[config.mk]
export PLATFORM = sky130hd
export DESIGN_NAME = fifo_wr_ptr_ctrl_flat
export DESIGN_NICKNAME = d
export VERILOG_FILES = /design/src/rtl/fifo_pkg.sv /design/src/rtl/fifo_wr_ptr_ctrl_if.sv /design/src/rtl/sync_2ff.sv /design/src/rtl/fifo_wr_ptr_ctrl.sv /design/src/flat_wrapper.sv
export SDC_FILE = /design/constraint.sdc
export NUM_CORES = 1
export LEC_CHECK = 0
export CORE_ASPECT_RATIO = 1.5
export CORE_MARGIN = 4
export CORE_UTILIZATION = 30
export DETAILED_ROUTE_END_ITERATION = 8
export GPL_TIMING_DRIVEN = 0
export PLACE_DENSITY_LB_ADDON = 0.25
export SYNTH_ARGS = -nofsm -noshare
export SYNTH_HDL_FRONTEND = slang
export SYNTH_SLANG_ARGS = --single-unit
[constraint.sdc]
create_clock -name wr_clk -period 3.3 [get_ports wr_clk]
set_clock_uncertainty 0.05 [all_clocks]
set_input_delay 0.495 -clock wr_clk [delete_from_list [all_inputs] [get_ports wr_clk]]
set_output_delay 0.495 -clock wr_clk [all_outputs]
set_load 0.01 [all_outputs]
[src/rtl/fifo_pkg.sv]
// fifo_pkg: pointer-width derivation and Gray/binary conversion shared by both FIFO pointer controllers.
package fifo_pkg;
  localparam int MAX_W = 32;
  function automatic int ptr_w(input int addr_w);
    return addr_w + 1;
  endfunction
  function automatic logic [MAX_W-1:0] bin2gray(input logic [MAX_W-1:0] b);
    return b ^ (b >> 1);
  endfunction
  // Prefix XOR from the MSB down; callers zero-extend, so unused upper bits stay 0.
  function automatic logic [MAX_W-1:0] gray2bin(input logic [MAX_W-1:0] g);
    logic [MAX_W-1:0] b;
    b[MAX_W-1] = g[MAX_W-1];
    for (int i = MAX_W - 2; i >= 0; i--) b[i] = b[i+1] ^ g[i];
    return b;
  endfunction
endpackage

[src/rtl/fifo_wr_ptr_ctrl_if.sv]
// fifo_wr_ptr_ctrl_if: producer handshake, memory write port and pointer exchange of the write-side controller.
interface fifo_wr_ptr_ctrl_if import fifo_pkg::*; #(parameter int ADDR_WIDTH = 4);
  localparam int PTR_W = ptr_w(ADDR_WIDTH);
  logic wr_en, wr_accept, full, almost_full, wr_overflow;
  logic [ADDR_WIDTH-1:0] wr_addr;
  logic [PTR_W-1:0] rd_gray_async, wr_gray, rd_gray_sync, wr_level;
  modport master(output wr_en, rd_gray_async,
                 input wr_accept, wr_addr, wr_gray, rd_gray_sync, full, almost_full, wr_level, wr_overflow);
  modport slave(input wr_en, rd_gray_async,
                output wr_accept, wr_addr, wr_gray, rd_gray_sync, full, almost_full, wr_level, wr_overflow);
endinterface

[src/rtl/sync_2ff.sv]
// sync_2ff: plain two-flop synchronizer, no logic between the stages.
module sync_2ff #(parameter int WIDTH = 1) (
  input  logic             clk,
  input  logic             rst_n,
  input  logic [WIDTH-1:0] d,
  output logic [WIDTH-1:0] q
);
  logic [WIDTH-1:0] meta_q;
  always_ff @(posedge clk or negedge rst_n)
    if (!rst_n) begin
      meta_q <= '0;
      q      <= '0;
    end else begin
      meta_q <= d;
      q      <= meta_q;
    end
endmodule

[src/rtl/fifo_wr_ptr_ctrl.sv]
// fifo_wr_ptr_ctrl: write-domain pointer controller with registered full, almost-full, level and overflow.
module fifo_wr_ptr_ctrl import fifo_pkg::*; #(
  parameter int ADDR_WIDTH         = 4,
  parameter int ALMOST_FULL_THRESH = 12
) (
  input logic                wr_clk,
  input logic                wr_rst_n,
  fifo_wr_ptr_ctrl_if.slave  bus
);
  localparam int PTR_W = ptr_w(ADDR_WIDTH);
  logic [PTR_W-1:0] wr_bin_q, wr_bin_d, wr_gray_q, wr_gray_d, wr_level_q, wr_level_d;
  logic [PTR_W-1:0] rd_gray_sync, rd_bin_sync;
  logic full_q, full_d, almost_full_q, almost_full_d, wr_overflow_q, wr_overflow_d, accept;
  sync_2ff #(.WIDTH(PTR_W)) u_rd_sync (
    .clk  (wr_clk),
    .rst_n(wr_rst_n),
    .d    (bus.rd_gray_async),
    .q    (rd_gray_sync)
  );
  // Full and level use the pre-edge synchronized read pointer, so a stale value only over-reports.
  always_comb begin
    accept        = bus.wr_en & ~full_q & wr_rst_n;
    wr_bin_d      = wr_bin_q + PTR_W'(accept);
    wr_gray_d     = PTR_W'(bin2gray(MAX_W'(wr_bin_d)));
    rd_bin_sync   = PTR_W'(gray2bin(MAX_W'(rd_gray_sync)));
    full_d        = wr_gray_d == {~rd_gray_sync[PTR_W-1 -: 2], rd_gray_sync[PTR_W-3:0]};
    wr_level_d    = wr_bin_d - rd_bin_sync;
    almost_full_d = wr_level_d >= PTR_W'(ALMOST_FULL_THRESH);
    wr_overflow_d = bus.wr_en & full_q;
  end
  always_ff @(posedge wr_clk or negedge wr_rst_n)
    if (!wr_rst_n) begin
      wr_bin_q      <= '0;
      wr_gray_q     <= '0;
      wr_level_q    <= '0;
      full_q        <= 1'b0;
      almost_full_q <= 1'b0;
      wr_overflow_q <= 1'b0;
    end else begin
      wr_bin_q      <= wr_bin_d;
      wr_gray_q     <= wr_gray_d;
      wr_level_q    <= wr_level_d;
      full_q        <= full_d;
      almost_full_q <= almost_full_d;
      wr_overflow_q <= wr_overflow_d;
    end
  assign bus.wr_accept    = accept;
  assign bus.wr_addr      = wr_bin_q[ADDR_WIDTH-1:0];
  assign bus.wr_gray      = wr_gray_q;
  assign bus.rd_gray_sync = rd_gray_sync;
  assign bus.full         = full_q;
  assign bus.almost_full  = almost_full_q;
  assign bus.wr_level     = wr_level_q;
  assign bus.wr_overflow  = wr_overflow_q;
endmodule
[src/flat_wrapper.sv]
// flat-port wrapper written by rule: the top's interface ports become plain ports
module fifo_wr_ptr_ctrl_flat import fifo_pkg::*;
#(
  parameter int ADDR_WIDTH         = 4,
  parameter int ALMOST_FULL_THRESH = 12
)
  (wr_clk, wr_rst_n, bus_wr_en, bus_rd_gray_async, bus_wr_accept, bus_wr_addr, bus_wr_gray, bus_rd_gray_sync, bus_full, bus_almost_full, bus_wr_level, bus_wr_overflow);
  fifo_wr_ptr_ctrl_if #(.ADDR_WIDTH(ADDR_WIDTH)) bus_i ();
  input logic wr_clk;
  input logic wr_rst_n;
  input wire logic [$bits(bus_i.wr_en)-1:0] bus_wr_en;
  input wire logic [$bits(bus_i.rd_gray_async)-1:0] bus_rd_gray_async;
  output wire logic [$bits(bus_i.wr_accept)-1:0] bus_wr_accept;
  output wire logic [$bits(bus_i.wr_addr)-1:0] bus_wr_addr;
  output wire logic [$bits(bus_i.wr_gray)-1:0] bus_wr_gray;
  output wire logic [$bits(bus_i.rd_gray_sync)-1:0] bus_rd_gray_sync;
  output wire logic [$bits(bus_i.full)-1:0] bus_full;
  output wire logic [$bits(bus_i.almost_full)-1:0] bus_almost_full;
  output wire logic [$bits(bus_i.wr_level)-1:0] bus_wr_level;
  output wire logic [$bits(bus_i.wr_overflow)-1:0] bus_wr_overflow;
  assign bus_i.wr_en = bus_wr_en;
  assign bus_i.rd_gray_async = bus_rd_gray_async;
  assign bus_wr_accept = bus_i.wr_accept;
  assign bus_wr_addr = bus_i.wr_addr;
  assign bus_wr_gray = bus_i.wr_gray;
  assign bus_rd_gray_sync = bus_i.rd_gray_sync;
  assign bus_full = bus_i.full;
  assign bus_almost_full = bus_i.almost_full;
  assign bus_wr_level = bus_i.wr_level;
  assign bus_wr_overflow = bus_i.wr_overflow;
  fifo_wr_ptr_ctrl #(.ADDR_WIDTH(ADDR_WIDTH), .ALMOST_FULL_THRESH(ALMOST_FULL_THRESH)) u_core (.wr_clk(wr_clk), .wr_rst_n(wr_rst_n), .bus(bus_i));
endmodule
==> results.md <==
- Status: finished clean
- Internal: 939.8 uW
- CP Max Fanout: 5
- RR Startpoint: u_core.u_rd_sync.q[4]$_DFF_PN0_
- Reg2reg path depth: 10
- Gr ovfl total: 0
- Dpl hpwl: 1639 um
- Routed len/inst: 12.60 um
- F_max: ~0.35 GHz
- CP Launch Type: input pin
- Worst VDD drop: 0.3645 mV
- Final Max Slew Viols: 0
- Die ar.: 5058 sq um
- Non-Filler Instances: between 150 and 200
- Final Util: 0.4231
- Tcrit/Tclk final: 0.8685
- Clk slew on worst S/H paths: approximately 0.090 ns
- Initial antenna violation count: 0
- # DRC: 0
- Cell total after placement: 163
- Fraction of layout cells with a size suffix above 1: 0.06452
- CTS tree: yes
- Required @ worst endpoint: roughly 3.4 ns
- DR iter-0 viols: 5
- Min Tclk post-route: roughly 2.9 ns
- CTS sink cnt: 27
- Syn-to-layout area delta: 33.33%
- Hold WS: 0.1143 ns
- Distinct cells, synth: 28
- Post-synthesis register bit count: 27
- Die outline height: 85.13 um
- Hold Buf Count CTS: 0
- Post-synth top area share: 0.5678
- Hold WC Path Type: in -> async
- Critical Path End: u_core.bus.almost_full$_DFF_PN0_
- Synth area leader: dfrtp_1
- Placed cell areas: about 1500 sq um
- Syn_area_per_cell: ~13 sq um
- Setup repair after global routing missed its margin: no
- Post-Route WL: between 2000 and 2500 um
- Crit Path Class: in -> reg
- Largest net degree at the start of global routing: 29
- R2r setup slk: 0.54 ns
- Global Route Usage Sum: 0.09756
- Layout Nets: 141
- Leakage: 0.7167 nW
- Setup crit end kind: flip-flop
- Post-route cell area: 1587 sq um
- Die width: 59.42 um
- I/O pin cnt: 31
- DR vias/cell: 4.551
- Endpoints failing hold: 0
- Max clock buf depth: 2
- Routability cong.: about 0.70
- Synthesis Warnings: 0
- Worst Max-Slew Pin Slew: between 0.3 and 0.4 ns
- ANT nets after route: 0
- Final setup fails: 0
- Fill cell count: 374
- Skew-Pair Late Insertion Delay: 0.26 ns
- DRT Pass-1 Iters: 3
- MaxCap Viol Count: 0
- CTS Buf Count: 3
- H-tree levels: 1
- CP arrival: 2.94 ns
- Worst Setup Slack, final: between 0.4 and 0.5 ns
- Initial core utilization: 0.3173
- Relative slew slack: 0.7483
- Synth area leaders: dfrtp_1 57%, ha_1 7.4%, xnor2_1 7.4%, xor2_1 5.2%, inv_1 2.5%
- Antenna Cells: 0
- Synthesized instance count: 90
- Clk root buf: clkbuf_8
- Sequential area share after synthesis: 0.5678
- Combinational power share: 0.537
- CP Launch Point: bus_wr_en
- Port bufs: 30
- Pwr Density: around 900 nW/um^2
- Post-Syn Area: between 1000 and 1500 sq um
- Setup TNS Final: 0 ns
- Clock Power Share: 0.123
- Place WS: -0.9384 ns
- Core Footprint: 3750 sq um
- Vias in the first global route: 844
- Sequential share of power: 0.340
- Sw Ratio: 0.3537
- Via Count: 760
- Worst reg2reg endpoint: u_core.bus.almost_full$_DFF_PN0_
- Num rows: 27
- Syn_nets: about 110
- P_sw: ~510 uW
- Global-route wire length before repair: around 3700 um
- Total power draw: about 1.5 mW
## kinds of logic after synthesis
logic type / after synthesis / synth area share
buffers and inverters: 10 / 0.03259
adder cells (fa/ha/maj): 8 / 0.09043
AO/OA/AOI/OAI: 8 / 0.04943
AND/OR/NAND/NOR: 16 / 0.07991
multiplexers: 1 / 0.008413
flip-flops: 27 / 0.5678
XOR/XNOR: 20 / 0.1714
## repair_timing
action / CTS / global route
setup buffers: 0 / 0
resized for setup: 3 / 3
endpoints found under the setup margin: 7 / 2
## sequential cells by signal (all words and copies together) (netlist names)
register / cells
u_core.bus.wr_level: 5
u_core.u_rd_sync.meta_q: 5
u_core.u_rd_sync.q: 5
u_core.wr_bin_q: 5
u_core.bus.wr_gray: 4
u_core.bus.almost_full: 1
u_core.bus.full: 1
u_core.bus.wr_overflow: 1
## placed cells by master, fill, tap and decap left out
master / instances
nand2_1: 3
xnor2_2: 1
inv_1: 8
fa_1: 1
clkbuf_1: 2
nor3b_1: 1
nor2b_1: 2
a21boi_1: 1
clkbuf_4: 1
xnor2_1: 10
mux2i_1: 1
dfrtp_1: 27
o21ai_0: 2
and2_1: 2
nor2_1: 2
o311ai_0: 1
nand3_1: 3
and3b_1: 1
xor2_2: 1
nor4_2: 1
xnor3_1: 1
ha_1: 7
clkdlybuf4s50_1: 29
clkbuf_8: 3
a21o_1: 1
xor2_1: 7
o211a_1: 1
a22oi_1: 1
buf_2: 1
a21boi_0: 1
nand3b_1: 1
## final cells by class
class                   instances  area, sq um  area share
well taps                      43        53.80     0.03391
clock buffers                   4        45.04     0.02839
repair buffers                 30        297.8      0.1877
inverters                       8        30.03     0.01893
flip-flops and latches         27        675.6      0.4259
multi-input cells              53        475.5      0.2997
plain buffers                   2        8.758    0.005521
## worst min-delay path by stage
stage	from	endpoint	slack (ns)	cells after the start
6_report	wr_rst_n	u_core.bus.wr_gray[0]$_DFF_PN0_	0.11	1
3_5_place_dp	u_core.u_rd_sync.meta_q[3]$_DFF_PN0_	u_core.u_rd_sync.q[3]$_DFF_PN0_	0.29	0
3_3_place_gp	u_core.u_rd_sync.meta_q[3]$_DFF_PN0_	u_core.u_rd_sync.q[3]$_DFF_PN0_	0.28	0
4_1_cts	u_core.u_rd_sync.meta_q[3]$_DFF_PN0_	u_core.u_rd_sync.q[3]$_DFF_PN0_	0.31	0
5_1_grt	wr_rst_n	u_core.bus.wr_gray[0]$_DFF_PN0_	0.14	1
2_1_floorplan	wr_rst_n	u_core.bus.almost_full$_DFF_PN0_	0.15	0
## per-layer routing
layer	vias to the layer above	track usage	share of wire
li1	359	-	-
met1	383	0.1017	0.35
met2	16	0.1801	0.59
met3	2	0.01826	0.050
met4	0	0.04330	0.011
met5	-	0	0
## worst max-delay path, stage by stage
cell and delay [ns]:
clkdlybuf4s50_1 0.47, and3b_1 0.19, ha_1 0.22, ha_1 0.31
xor2_2 0.31, ha_1 0.31, nor2b_1 0.14, o21ai_0 0.20
a21o_1 0.16, o311ai_0 0.14
## power groups by stage
stage	combinational [mW]	sequential, mW	clock, mW
floorplan	0.435	0.551	0
global placement	0.783	0.501	0
detailed placement	0.794	0.501	0
CTS	0.803	0.496	0.190
global route	0.880	0.507	0.204
finish	0.780	0.494	0.179
## synthesized netlist by cell type
master     n
nor4_2     1
mux2i_1    1
xnor3_1    1
xnor2_2    1
a21boi_1   1
inv_1      8
clkbuf_1   1
xnor2_1   10
nor3b_1    1
nand3_1    3
nor2_1     2
nand3b_1   1
buf_2      1
xor2_2     1
nor2b_1    2
dfrtp_1   27
o311ai_0   1
nand2_1    3
fa_1       1
o21ai_0    2
o211a_1    1
a22oi_1    1
and2_1     2
and3b_1    1
xor2_1     7
ha_1       7
a21o_1     1
a21boi_0   1
No activity file was read; power rests on OpenSTA's default activity.
